$ cat src/rtl/branch_resolve_bp_if.sv
// Decode-stage branch resolution bundle: fetch lookup, decode operands/flags, resolution results, perf counts.
// Latency: n/a (wiring only).
// Backpressure: none; the decode stall travels as the hazard signal.
interface branch_resolve_bp_if #(
    parameter int XLEN = 32
);
    logic [XLEN-1:0] if_pc;
    logic            if_pred_taken;
    logic            id_valid;
    logic [XLEN-1:0] id_pc;
    logic            id_pred_taken;
    logic [XLEN-1:0] rs1_mod;
    logic [XLEN-1:0] rs2_mod;
    logic            branch;
    logic            jal;
    logic            jalr;
    logic [2:0]      funct3;
    logic            hazard;
    logic            branch_taken;
    logic            redirect;
    logic            redirect_to_target;
    logic [31:0]     perf_branches;
    logic [31:0]     perf_mispredicts;

    modport master (
        output if_pc, id_valid, id_pc, id_pred_taken, rs1_mod, rs2_mod,
               branch, jal, jalr, funct3, hazard,
        input  if_pred_taken, branch_taken, redirect, redirect_to_target,
               perf_branches, perf_mispredicts
    );

    modport slave (
        input  if_pc, id_valid, id_pc, id_pred_taken, rs1_mod, rs2_mod,
               branch, jal, jalr, funct3, hazard,
        output if_pred_taken, branch_taken, redirect, redirect_to_target,
               perf_branches, perf_mispredicts
    );
endinterface

$ cat src/rtl/branch_resolve_bp.sv
// Branch resolution with 2-bit bimodal predictor; raises redirect when the fetch prediction was wrong.
// Latency: resolve/redirect combinational (0 cycles); table and perf counters commit on the next edge.
// Backpressure: hazard=1 freezes all effects so a stalled instruction resolves once, when released.
module branch_resolve_bp #(
    parameter int          XLEN        = 32,
    parameter int          BHT_ENTRIES = 64,
    parameter int          PC_LSB      = 2,
    parameter logic [31:0] PERF_RESET  = 32'd0
) (
    input logic             clk,
    input logic             rst_n,
    branch_resolve_bp_if.slave bus
);
    localparam int IDX_W = $clog2(BHT_ENTRIES);

    logic [1:0]       bht [BHT_ENTRIES];
    logic [IDX_W-1:0] rd_idx;
    logic [IDX_W-1:0] wr_idx;
    logic             cond;
    logic             legal;
    logic             active;
    logic             taken;
    logic             mispredict;
    logic             upd;
    logic [31:0]      perf_br_q;
    logic [31:0]      perf_mis_q;
    logic             unused_pc_bits;

    assign rd_idx         = bus.if_pc[PC_LSB +: IDX_W];
    assign wr_idx         = bus.id_pc[PC_LSB +: IDX_W];
    assign unused_pc_bits = ^{bus.if_pc, bus.id_pc};

    always_comb begin
        cond  = 1'b0;
        legal = 1'b1;
        case (bus.funct3)
            3'b000:  cond = (bus.rs1_mod == bus.rs2_mod);
            3'b001:  cond = (bus.rs1_mod != bus.rs2_mod);
            3'b100:  cond = ($signed(bus.rs1_mod) <  $signed(bus.rs2_mod));
            3'b101:  cond = ($signed(bus.rs1_mod) >= $signed(bus.rs2_mod));
            3'b110:  cond = (bus.rs1_mod <  bus.rs2_mod);
            3'b111:  cond = (bus.rs1_mod >= bus.rs2_mod);
            default: legal = 1'b0;
        endcase
    end

    assign active     = bus.id_valid & ~bus.hazard;
    assign taken      = active & ((bus.branch & cond) | bus.jal | bus.jalr);
    // Covers both directions: missed jumps/taken branches and aliased taken predictions on non-branches.
    assign mispredict = active & (taken != bus.id_pred_taken);
    assign upd        = active & bus.branch & legal;

    assign bus.branch_taken       = taken;
    assign bus.redirect           = mispredict;
    assign bus.redirect_to_target = taken;
    assign bus.if_pred_taken      = bht[rd_idx][1];
    assign bus.perf_branches      = perf_br_q;
    assign bus.perf_mispredicts   = perf_mis_q;

    always_ff @(posedge clk or negedge rst_n) begin
        if (!rst_n) begin
            for (int i = 0; i < BHT_ENTRIES; i++) begin
                bht[i] <= 2'b01;
            end
            perf_br_q  <= PERF_RESET;
            perf_mis_q <= PERF_RESET;
        end else begin
            if (upd) begin
                if (cond) begin
                    if (bht[wr_idx] != 2'b11) bht[wr_idx] <= bht[wr_idx] + 2'd1;
                end else begin
                    if (bht[wr_idx] != 2'b00) bht[wr_idx] <= bht[wr_idx] - 2'd1;
                end
            end
            if (upd && perf_br_q != 32'hFFFF_FFFF) begin
                perf_br_q <= perf_br_q + 32'd1;
            end
            if (mispredict && perf_mis_q != 32'hFFFF_FFFF) begin
                perf_mis_q <= perf_mis_q + 32'd1;
            end
        end
    end
endmodule

$ cat src/flat_wrapper.sv
// flat-port wrapper written by rule: the top's interface ports become plain ports
module branch_resolve_bp_flat 
#(
    parameter int          XLEN        = 32,
    parameter int          BHT_ENTRIES = 64,
    parameter int          PC_LSB      = 2,
    parameter logic [31:0] PERF_RESET  = 32'd0
)
  (clk, rst_n, bus_if_pc, bus_id_valid, bus_id_pc, bus_id_pred_taken, bus_rs1_mod, bus_rs2_mod, bus_branch, bus_jal, bus_jalr, bus_funct3, bus_hazard, bus_if_pred_taken, bus_branch_taken, bus_redirect, bus_redirect_to_target, bus_perf_branches, bus_perf_mispredicts);
  branch_resolve_bp_if #(.XLEN(XLEN)) bus_i ();
  input logic clk;
  input logic rst_n;
  input wire logic [$bits(bus_i.if_pc)-1:0] bus_if_pc;
  input wire logic [$bits(bus_i.id_valid)-1:0] bus_id_valid;
  input wire logic [$bits(bus_i.id_pc)-1:0] bus_id_pc;
  input wire logic [$bits(bus_i.id_pred_taken)-1:0] bus_id_pred_taken;
  input wire logic [$bits(bus_i.rs1_mod)-1:0] bus_rs1_mod;
  input wire logic [$bits(bus_i.rs2_mod)-1:0] bus_rs2_mod;
  input wire logic [$bits(bus_i.branch)-1:0] bus_branch;
  input wire logic [$bits(bus_i.jal)-1:0] bus_jal;
  input wire logic [$bits(bus_i.jalr)-1:0] bus_jalr;
  input wire logic [$bits(bus_i.funct3)-1:0] bus_funct3;
  input wire logic [$bits(bus_i.hazard)-1:0] bus_hazard;
  output wire logic [$bits(bus_i.if_pred_taken)-1:0] bus_if_pred_taken;
  output wire logic [$bits(bus_i.branch_taken)-1:0] bus_branch_taken;
  output wire logic [$bits(bus_i.redirect)-1:0] bus_redirect;
  output wire logic [$bits(bus_i.redirect_to_target)-1:0] bus_redirect_to_target;
  output wire logic [$bits(bus_i.perf_branches)-1:0] bus_perf_branches;
  output wire logic [$bits(bus_i.perf_mispredicts)-1:0] bus_perf_mispredicts;
  assign bus_i.if_pc = bus_if_pc;
  assign bus_i.id_valid = bus_id_valid;
  assign bus_i.id_pc = bus_id_pc;
  assign bus_i.id_pred_taken = bus_id_pred_taken;
  assign bus_i.rs1_mod = bus_rs1_mod;
  assign bus_i.rs2_mod = bus_rs2_mod;
  assign bus_i.branch = bus_branch;
  assign bus_i.jal = bus_jal;
  assign bus_i.jalr = bus_jalr;
  assign bus_i.funct3 = bus_funct3;
  assign bus_i.hazard = bus_hazard;
  assign bus_if_pred_taken = bus_i.if_pred_taken;
  assign bus_branch_taken = bus_i.branch_taken;
  assign bus_redirect = bus_i.redirect;
  assign bus_redirect_to_target = bus_i.redirect_to_target;
  assign bus_perf_branches = bus_i.perf_branches;
  assign bus_perf_mispredicts = bus_i.perf_mispredicts;
  branch_resolve_bp #(.XLEN(XLEN), .BHT_ENTRIES(BHT_ENTRIES), .PC_LSB(PC_LSB), .PERF_RESET(PERF_RESET)) u_core (.clk(clk), .rst_n(rst_n), .bus(bus_i));
endmodule
$ cat config.mk
export PLATFORM = sky130hd
export DESIGN_NAME = branch_resolve_bp_flat
export DESIGN_NICKNAME = d
export VERILOG_FILES = /design/src/rtl/branch_resolve_bp_if.sv /design/src/rtl/branch_resolve_bp.sv /design/src/flat_wrapper.sv
export SDC_FILE = /design/constraint.sdc
export NUM_CORES = 1
export LEC_CHECK = 0
export BUFFER_PORTS_ARGS = -buffer_cell sky130_fd_sc_hd__buf_4
export CAP_MARGIN = 15
export CORE_UTILIZATION = 25
export DETAILED_ROUTE_END_ITERATION = 7
export GPL_TIMING_DRIVEN = 0
export PLACE_DENSITY = 0.38
export SLEW_MARGIN = 20
export SYNTH_ARGS = -nofsm -noshare
export SYNTH_HDL_FRONTEND = slang
export SYNTH_SLANG_ARGS = --single-unit
$ cat constraint.sdc
create_clock -name clk -period 6.9 [get_ports clk]
set_input_delay 0.345 -clock clk [delete_from_list [all_inputs] [get_ports clk]]
set_output_delay 0.345 -clock clk [all_outputs]
set_load 0.1 [all_outputs]
==> results of run 1 <==
kinds of logic after synthesis:
kind of cell,count (synthesis)
simple gates,291
flops,192
mux,154
compound gates,116
buf+inv,100
xor+xnor,63
fa+ha+maj,36
path summary, 6_finish.rpt:
path                                                          start                                        to  cells after the start  slack, ns
min in group asynchronous                                     rst_n                u_core.bht[17]$_DFFE_PN0P_                      2       0.44
hold / removal                                         bus_id_pc[5]               u_core.bht[127]$_DFFE_PN0P_                      3       0.33
setup reg to reg                                           register                u_core.bht[61]$_DFFE_PN0P_                     16       2.14
hold reg to reg            u_core.bus.perf_branches[11]$_DFFE_PN0P_  u_core.bus.perf_branches[11]$_DFFE_PN0P_                      1       0.49
max in group asynchronous                                     rst_n                asynchronous set/reset pin                      3       5.69
setup / recovery                                       bus_id_pc[2]                u_core.bht[61]$_DFFE_PN0P_                     19       1.64
timing repair:
item                                   CTS  global route
buffers inserted                         0             0
endpoints found under the hold margin   42             0
hold buffers                             1             0
power breakdown:
part	switching [uW]	total [uW]	internal, uW
Combinational	448	626	178
Clock	474	1030	558
Sequential	55.8	1250	1200
Total	978	2910	1930
area by class of cell:
type	instances	area (um^2)	area share [%]
plain buffers	57	231	1.71
multi-input cells	660	5710	42.2
well taps	585	732	5.40
clock buffers	21	462	3.41
clock inverters	11	130	0.960
repair buffers	157	1240	9.15
inverters	43	161	1.19
flip-flops and latches	192	4880	36.0
synthesized netlist by cell type (5+ instances only):
library cell    n  share of area, %
dfrtp_1       128                29
mux2_2        122                13
dfstp_2        64                15
nand2_1        52               1.8
a22oi_1        50               3.4
xnor2_1        47               3.8
inv_1          43               1.5
clkbuf_1       42               1.4
nand3_1        40               1.8
nand4_1        40               2.3
ha_1           36               4.1
nor2_1         30               1.0
nor4_2         29               3.3
mux4_2         21               4.3
and3_1         20               1.1
a21oi_1        16              0.73
xor2_1         16               1.3
and4_1         14               1.1
o21ai_0        11              0.50
nor3_2         10              0.91
buf_1           9              0.31
a221oi_1        8              0.64
mux2_1          8              0.82
nor3_1          8              0.37
a22o_1          7              0.56
or4_1           7              0.48
and2_1          6              0.34
nor3b_1         5              0.34
layer usage:
layer | up-vias | wire length (um)
met5 | - | 0
met4 | 0 | 666
met3 | 46 | 1870
met2 | 221 | 18600
met1 | 4297 | 16900
li1 | 3915 | -
stage by stage:
stage	hold slack, ns	worst slack, ns	area [um^2]	utilization [%]	cells
6_report	0.327	1.64	13600	31.4	1726
5_1_grt	0.316	1.34	13600	31.4	1726
4_1_cts	0.297	1.66	13600	31.4	1726
3_5_place_dp	0.347	1.17	13000	30.0	1693
3_3_place_gp	0.481	0.0538	12800	29.7	1685
2_1_floorplan	0.0494	2.64	11000	-	952
worst max-delay path: cells and delay by family:
family / cells / cell delay, ns
buffers and inverters: 7 / 2.19
AO/OA/AOI/OAI: 5 / 1.10
adder cells (fa/ha/maj): 1 / 0.22
AND/OR/NAND/NOR: 4 / 1.02
multiplexers: 2 / 0.72
==> summary.md, run 1 <==
| Metric | Value |
|---|---|
| Register area share after synthesis | about 45% |
| Setup Skew | 0.0156 ns |
| Worst-Skew Late Latency | 0.47 ns |
| Commonest cells after routing, fill and taps aside | buf_4, dfrtp_1, mux2_2 |
| Synth-to-layout area growth | 23.6% |
| CTS tree | built |
| # H-tree levels | 4 |
| Slowest cell on crit path | clkbuf_1 |
| Antenna violations before repair | 0 |
| Final Max Tran Viols | 0 |
| CTS resizes | 0 |
| Antenna Cells | 0 |
| Vias/cell | 4.91 |
| Mapped Nets | 1127 |
| Final Cycle Share | between 70 and 80% |
| Die Height | 211 um |
| Total die area | 44700 um^2 |
| Post-Synth Adder-Cell Area | 4.11% |
| Port-buffer cells | 148 |
| Routed WL | 38000 um |
| Fill cells | approximately 4.5k |
| Largest family of logic cells by synthesized area | multiplexers |
| # IOs | just over 200 |
| Tmin final | 5.26 ns |
| Number of global-route vias before repair | 8823 |
| Startpoint types | input pin |
| CTS Buffer Depth | 2 |
| YS warnings | 0 |
| Min-delay worst type | in2reg |
| First-pass GRT wire length | a little under 60000 um |
| Via count | between 8k and 9k |
| Final setup viols | 0 |
| Synth Area in XOR/XNOR | 5.03% |
| Pwr Density | between 200 and 250 nW/um^2 |
| Overflow left after global routing | 0 |
| Crit path arrival time | 5.61 ns |
| Worst Path Class, Setup | in2reg |
| Setup TNS | 0 ns |
| Complex-gate fraction of the synthesized area | 7.69% |
| WL/cell | 22.0 um |
| Clock Tree Root | clkbuf_16 |
| Max stage delay on crit path | 0.62 ns |
| Drt pass-1 iters | 5 |
| Core footprint | 43200 um^2 |
| Post-synthesis register bit count | between 150 and 200 |
| Post-synth top flop | dfrtp_1 |
| Met1 usage | approximately 23% |
| Worst-path clk slew | 0.08 ns |
| Mux cell area share after synthesis | 18.0% |
| GRT met3 Usage | 3.81% |
| Hpwl dp | 28300 um |
| Leak Pwr | 0.00580 uW |
| Initial Util | 25.4% |
| Number of synthesized flops with an enable pin | 0 |
| DRC Markers | 0 |
| Crit. End Element | register |
| Synth Instances | 952 |
| Clock Sinks | approximately 190 |
| Most common cell on crit path | clkbuf_1 |
| Max_slew headroom | between 20% and 30% |
| Most common cell after layout, fill and taps aside | buf_4 |
| Post-detailed-route count of antenna-violating nets | 0 |
| Simple-gate share of the synthesized area | 17.1% |
| Largest net degree at the start of global routing | 77 |
| Met2 Usage GRT | 29.2% |
| Max_cap viols | 0 |
| Final Power | 2910 uW |
| Cell area after synthesis | 11000 um^2 |
| Syn_area_per_cell | 11.5 um^2 |
| CTS buffer count | 17 |
| VDD IR max | 0.000261 V |
| GPL Wtd Cong | 0.880 |
| DR iter-0 viols | 439 |
| Share of cells above drive strength 1 | 40.1% |
| Synth cell types | 62 |
| Cell chain of the critical path | clkbuf_1 -> and3_1 -> clkbuf_1 -> a22o_1 -> a221oi_1 -> nand4_1 -> o21ai_0 -> nand2_1 -> o21ai_0 -> o221a_2 -> clkbuf_1 -> clkbuf_1 -> inv_1 -> ha_1 -> mux2_4 -> buf_6 -> buf_2 -> nor4_2 -> mux2_2 |
| Final net count | 1303 |
| Unrepaired setup endpoints after global routing | false |
| F_max | 190 MHz |
| Final hold violation count | 0 |
| Busiest metal layer after global routing | met2 |
| Req. time, crit path | 7.25 ns |
| Top fanout value on the critical path | 10 |
| All-layer global routing usage | 17.6% |
| Width of the die | 211 um |
| Status | finished, final reports clean |
| Async SR Flop Fraction | 100% |
| Worst-Margin Slew | 1.08 ns |
| Row count | 76 |
Power figures use the tool's default switching activity.
==> run 2: changes to the inputs <==
--- a/config.mk
+++ b/config.mk
@@ -10,7 +10,7 @@
 export CORE_UTILIZATION = 25
 export DETAILED_ROUTE_END_ITERATION = 7
 export GPL_TIMING_DRIVEN = 0
-export PLACE_DENSITY = 0.38
+export PLACE_DENSITY = 0.4
 export SLEW_MARGIN = 20
 export SYNTH_ARGS = -nofsm -noshare
 export SYNTH_HDL_FRONTEND = slang
==> constraint.sdc (replaced) <==
create_clock -name clk -period 4.25 [get_ports clk]
set_input_delay 0.2125 -clock clk [delete_from_list [all_inputs] [get_ports clk]]
set_output_delay 0.2125 -clock clk [all_outputs]
set_load 0.1 [all_outputs]
==> run 2 against run 1 <==
Wire length shrank 1.9%. Non-clock buffer count shrank 4. Global-route usage shrank 0.26 points. Utilization grew 0.34 points. Cell count shrank 0.23%. Total power grew 67%. Worst setup slack lost 1.5 ns. Sequential share of layout area shrank 0.38 points. Combinational power grew 65%. Worst hold slack lost 0.12 ns. Critical path depth shrank 5. Via count grew 0.32%. Largest cell class unchanged.
==> summary.md, run 2 (same netlist as run 1, synthesis figures left out) <==
| Metric | Value |
|---|---|
| Status | finished, final reports clean |
| Initial Util | around a quarter |
| Final setup viols | 0 |
| Setup Skew | 0.0132 ns |
| Fill cells | 4473 |
| Worst path bufs/invs | 4 |
| DR iter-0 viols | 457 |
| PnR worst setup slack | 0.0948 ns |
| GPL Wtd Cong | 0.901 |
| F_max | around 240 MHz |
| Largest net degree at the start of global routing | 78 |
| Overflow left after global routing | 0 |
| # H-tree levels | 4 |
| Cell chain of the critical path | clkbuf_2 -> nor3_2 -> clkbuf_1 -> a22oi_1 -> a31oi_1 -> a21oi_1 -> or2_2 -> and4b_1 -> ha_1 -> mux2_4 -> buf_6 -> buf_2 -> nor4_2 -> mux2_2 |
| Switching Fraction | 32.8% |
| Final Cycle Share | 97.8% |
| Final net count | 1299 |
| Comb power frac | between 20% and 30% |
| Antenna Cells | 0 |
| CTS Buffer Depth | 2 |
| Via count | 8506 |
| Width of the die | 211 um |
| Design Area, Final | 13700 um^2 |
| Max_slew headroom | 30.2% |
| Crit. End Element | register |
| Vias/cell | 4.94 |
| Max stage delay on crit path | 0.64 ns |
| Antenna violations before repair | 0 |
| Tmin final | 4.16 ns |
| Clock Tree Root | clkbuf_16 |
| Max_cap viols | 0 |
| Seq pwr share | a little over two fifths |
| Worst-path clk slew | 0.08 ns |
| All-layer global routing usage | 17.3% |
| Inst Count DP | 1692 |
| Post-detailed-route count of antenna-violating nets | 0 |
| Req. time, crit path | 4.60 ns |
| Drt pass-1 iters | 5 |
| Clock Sinks | 192 |
| Switching power | around 1600 uW |
| # IOs | 207 |
| Hold slack | 0.212 ns |
| Cell-internal power | 3270 uW |
| Post-route insts no fill | roughly 1.7k |
| Routed WL | 37300 um |
| Clock group share of total power | 37.2% |
| Core footprint | 43200 um^2 |
| Dpl cell area | ~13000 um^2 |
| WL/cell | 21.7 um |
| Min-delay worst type | in2reg |
| Synth-to-layout area growth | 24.9% |
| Top delay family on crit path | simple AND/OR/NAND/NOR gates |
| Most common cell after layout, fill and taps aside | buf_4 |
| Post-CTS Setup Bufs | 0 |
| Slowest cell on crit path | clkbuf_1 |
| Share of cells above drive strength 1 | 41.5% |
| Unrepaired setup endpoints after global routing | false |
| Startpoint types | input pin |
| Final hold violation count | 0 |
| DRC Markers | 0 |
| Leak Pwr | 0.00589 uW |
| Setup TNS | 0 ns |
| Hpwl dp | 27600 um |
| CTS buffer count | 17 |
| Worst-Margin Slew | 1.05 ns |
| Row count | 76 |
| Top fanout value on the critical path | 10 |
| Final Max Tran Viols | 0 |
| Number of global-route vias before repair | 8910 |
| Port-buffer cells | 148 |
| Pwr Density | 355 nW/um^2 |
| Total die area | 44700 um^2 |
| First-pass GRT wire length | 57300 um |
| Crit path arrival time | roughly 4.5 ns |
| Commonest cells after routing, fill and taps aside | buf_4, dfrtp_1, mux2_2 |
| CTS tree | built |
| Die Height | 211 um |
| Worst Path Class, Setup | in2reg |
| VDD IR max | 0.000427 V |
| Dpl ws | -1.13 ns |
| Worst-Skew Late Latency | around 0.46 ns |
==> run 2: changes by cell type in the layout (fill, tap and decap cells not counted), moves of 3 or more <==
cell	change
nor3b_4	+3
clkbuf_1	-15
clkinvlp_4	-3
nor4_2	-5
nor3b_2	-3
clkbuf_8	+3
nor4_4	+5
clkbuf_2	+7
==> run 2: power groups by stage <==
stage / sequential, uW / combinational, uW / clock, uW
final: 2030 / 1030 / 1810
after global routing: 2050 / 1100 / 1950
after CTS: 2030 / 1030 / 1870
after detailed placement: 2060 / 1020 / 0
after global placement: 2060 / 1010 / 0
after floorplan: 2340 / 367 / 0
==> run 2: area by class of cell <==
| class | instances | area [um^2] | area share (%) |
|---|---|---|---|
| Multi-Input combinational cell | 660 | 5810 | 42.4 |
| Tap cell | 585 | 732 | 5.34 |
| Clock inverter | 12 | 178 | 1.30 |
| Buffer | 54 | 230 | 1.68 |
| Sequential cell | 192 | 4880 | 35.7 |
| Timing Repair Buffer | 156 | 1240 | 9.02 |
| Inverter | 43 | 161 | 1.18 |
| Clock buffer | 20 | 467 | 3.41 |
==> run 2: what timing repair did <==
item	CTS	global route
hold buffers	1	0
setup endpoints to repair	126	74
resized for setup	15	10
hold endpoints to repair	47	0
==> run 2: worst register-to-register path, stage by stage (launching register included) <==
cell      delay [ns]
dfstp_2         0.37
a22o_1          0.20
a221oi_1        0.23
nand4_1         0.23
o211ai_1        0.19
o21ai_0         0.11
nand2_1         0.10
o221a_4         0.29
buf_2           0.26
inv_1           0.07
ha_1            0.21
mux2_4          0.32
buf_6           0.17
buf_2           0.23
nor4_2          0.46
mux2_2          0.39
==> run 2: metrics by stage <==
stage	util, %	total power, uW
after detailed placement	30.0	3090
after global placement	29.7	3070
after floorplan	-	2710
final	31.7	4870
after global routing	31.7	5090
after CTS	31.6	4940
==> run 2: path summary, 6_finish.rpt <==
check                                                               from                                  endpoint  slack (ns)  depth (start not counted)
worst max-delay path                                        bus_id_pc[4]                u_core.bht[17]$_DFFE_PN0P_        0.09                         14
worst min-delay path                                        bus_id_pc[5]               u_core.bht[127]$_DFFE_PN0P_        0.21                          3
worst max register to register                                  register                u_core.bht[17]$_DFFE_PN0P_        0.32                         15
worst min register to register  u_core.bus.perf_branches[11]$_DFFE_PN0P_  u_core.bus.perf_branches[11]$_DFFE_PN0P_        0.49                          1
max in group asynchronous                                          rst_n  u_core.bus.perf_branches[22]$_DFFE_PN0P_        3.21                          3
min in group asynchronous                                          rst_n               u_core.bht[115]$_DFFE_PN0P_        0.27                          2
==> run 2: routing by layer <==
layer / wire length [um] / global-route usage (%) / part of all wire (%)
met5: 0 / 0 / 0
met3: 1970 / 4.06 / 5.3
met4: 785 / 5.22 / 2.1
met2: 17700 / 27.8 / 47
met1: 16900 / 23.1 / 45
==> run 3: changes to the inputs <==
--- a/config.mk
+++ b/config.mk
@@ -9,7 +9,6 @@
 export CAP_MARGIN = 15
 export CORE_UTILIZATION = 25
 export DETAILED_ROUTE_END_ITERATION = 7
-export GPL_TIMING_DRIVEN = 0
 export PLACE_DENSITY = 0.4
 export SLEW_MARGIN = 20
 export SYNTH_ARGS = -nofsm -noshare
==> run 3 against run 2 <==
Utilization decreased by 0.31 points. Total power decreased by 6.1%. Largest cell class unchanged. Wire length decreased by 9.3%. Clock-buffer cell count unchanged. Clock power decreased by 16%. Register-to-register slack improved by 0.38 ns. Sequential cell count unchanged. Cell count decreased by 1.2%. Worst setup slack improved by 0.61 ns. Via count decreased by 3.4%. Critical path type is now reg2reg. Worst hold slack improved by 0.031 ns.
==> summary.md, run 3 (same netlist as run 1, synthesis figures left out) <==
| Metric | Value |
|---|---|
| Status | finished, final reports clean |
| Dpl ws | between 0.3 and 0.4 ns |
| Row count | 76 |
| Antenna violations before repair | 0 |
| Via count | around 8.2k |
| Post-route insts no fill | around 1.7k |
| VDD IR max | 0.000570 V |
| Max_cap viols | 0 |
| Synth-to-layout area growth | 23.7% |
| Final setup viols | 0 |
| Die Height | 211 um |
| Worst-path clk slew | 0.07 ns |
| Width of the die | ~210 um |
| PnR worst setup slack | between 0.7 and 0.8 ns |
| Most common cell after layout, fill and taps aside | buf_4 |
| Worst Path Class, Setup | reg2reg |
| Min-delay worst type | in2reg |
| Routed WL | 33800 um |
| Max_slew headroom | between 40% and 50% |
| DR iter-0 viols | between 400 and 500 |
| Commonest cells after routing, fill and taps aside | buf_4, dfrtp_1, mux2_2 |
| Final hold violation count | 0 |
| DRC Markers | 0 |
| CTS tree | built |
| Clock Sinks | 192 |
| Unrepaired setup endpoints after global routing | false |
| Final net count | 1278 |
| All-layer global routing usage | 15.7% |
| Final Max Tran Viols | 0 |
| Tmin final | 3.55 ns |
| # IOs | 207 |
| Inst Count DP | 1668 |
| Hpwl dp | 23400 um |
| GPL Wtd Cong | around 0.77 |
| CTS buffer count | 17 |
| Leak Pwr | 0.00587 uW |
| Pwr Density | 337 nW/um^2 |
| WL/cell | roughly 20 um |
| Final Power | around 4600 uW |
| Clock Tree Root | clkbuf_16 |
| Worst-Skew Late Latency | 0.46 ns |
| Number of global-route vias before repair | 8684 |
| # H-tree levels | 4 |
| Crit path arrival time | 3.89 ns |
| Initial Util | 25.4% |
| Setup Skew | 0.0143 ns |
| Overflow left after global routing | 0 |
| Setup TNS | 0 ns |
| Post-detailed-route count of antenna-violating nets | 0 |
| Antenna Cells | 0 |
| Worst-Margin Slew | 0.793 ns |
| Final Cycle Share | approximately 83% |
| Crit. End Element | register |
| CTS Buffer Depth | 2 |
| F_max | 282 MHz |
| Drt pass-1 iters | 5 |
| Core footprint | 43200 um^2 |
| Vias/cell | a little under 5 |
| First-pass GRT wire length | between 50000 and 60000 um |
| R2r setup slk | 0.70 ns |
| Top fanout value on the critical path | 29 |
| Req. time, crit path | 4.59 ns |
| Startpoint types | register |
| Port-buffer cells | around 150 |
| Share of cells above drive strength 1 | 43.2% |
| Largest net degree at the start of global routing | 135 |
| Total die area | approximately 45000 um^2 |
run 3: changes by cell type in the layout (fill, tap and decap cells not counted), sizes merged:
cell / delta
inv: -1
buf: +16
clkbuf: -37
clkinvlp: +2
bufinv: -4
clkinv: +3
run 3: area by class of cell:
type	instances	area, um^2
repair buffers	189	1530
clock inverters	12	86.3
multi-input cells	660	5730
fillers	4490	29600
well taps	585	732
clock buffers	20	447
inverters	43	161
flip-flops and latches	192	4880
run 3: layer usage:
layer | vias to the layer above | global-route usage, % | part of all wire, %
li1 | 3865 | - | -
met2 | 154 | 25.3 | 47
met4 | 0 | 3.62 | 1.2
met5 | - | 0 | 0
met3 | 24 | 3.89 | 4.8
met1 | 4178 | 21.1 | 47
run 3: power breakdown:
group	internal (uW)	total (uW)	switching, uW
registers	1940	2030	91.1
logic	307	1020	712
clock network	766	1520	753
total	3010	4570	1560
run 3: path summary, 6_finish.rpt:
check | startpoint | end | cells past startpoint
hold / removal | bus_id_pc[5] | register | 3
max in group asynchronous | rst_n | u_core.bus.perf_branches[20]$_DFFE_PN0P_ | 3
hold reg to reg | u_core.bus.perf_mispredicts[22]$_DFFE_PN0P_ | u_core.bus.perf_mispredicts[22]$_DFFE_PN0P_ | 1
setup / recovery | register | u_core.bht[121]$_DFFE_PN0P_ | 14
min in group asynchronous | rst_n | u_core.bht[7]$_DFFE_PN0P_ | 2
setup reg to reg | register | u_core.bht[121]$_DFFE_PN0P_ | 14
run 3: through the flow:
| stage | cell area (um^2) | utilization, % | hold WS (ns) |
|---|---|---|---|
| CTS | 13600 | 31.4 | 0.209 |
| global route | 13600 | 31.4 | 0.243 |
| floorplan | 11000 | - | -0.0831 |
| detailed placement | 13000 | 30.2 | 0.236 |
| global placement | 13000 | 30.2 | 0.243 |
| finish | 13600 | 31.4 | 0.243 |
run 3: timing repair:
| action | in CTS | in global routing |
|---|---|---|
| endpoints found under the setup margin | 0 | 0 |
| resized for setup | 0 | 0 |
| hold endpoints to repair | 30 | 0 |
| hold buffers | 1 | 0 |
| setup buffers | 0 | 0 |
run 3: critical path, cell delays in order (launching register included):
cell and delay, ns:
dfstp_2 0.37, a22o_1 0.22, a221oi_1 0.25, nand4_1 0.20, o21ai_0 0.15, nand2_1 0.06, o21ai_0 0.11, o221a_2 0.29
inv_1 0.05, ha_1 0.20, mux2_4 0.33, buf_12 0.18, nor4_1 0.44, buf_4 0.21, mux2_2 0.32
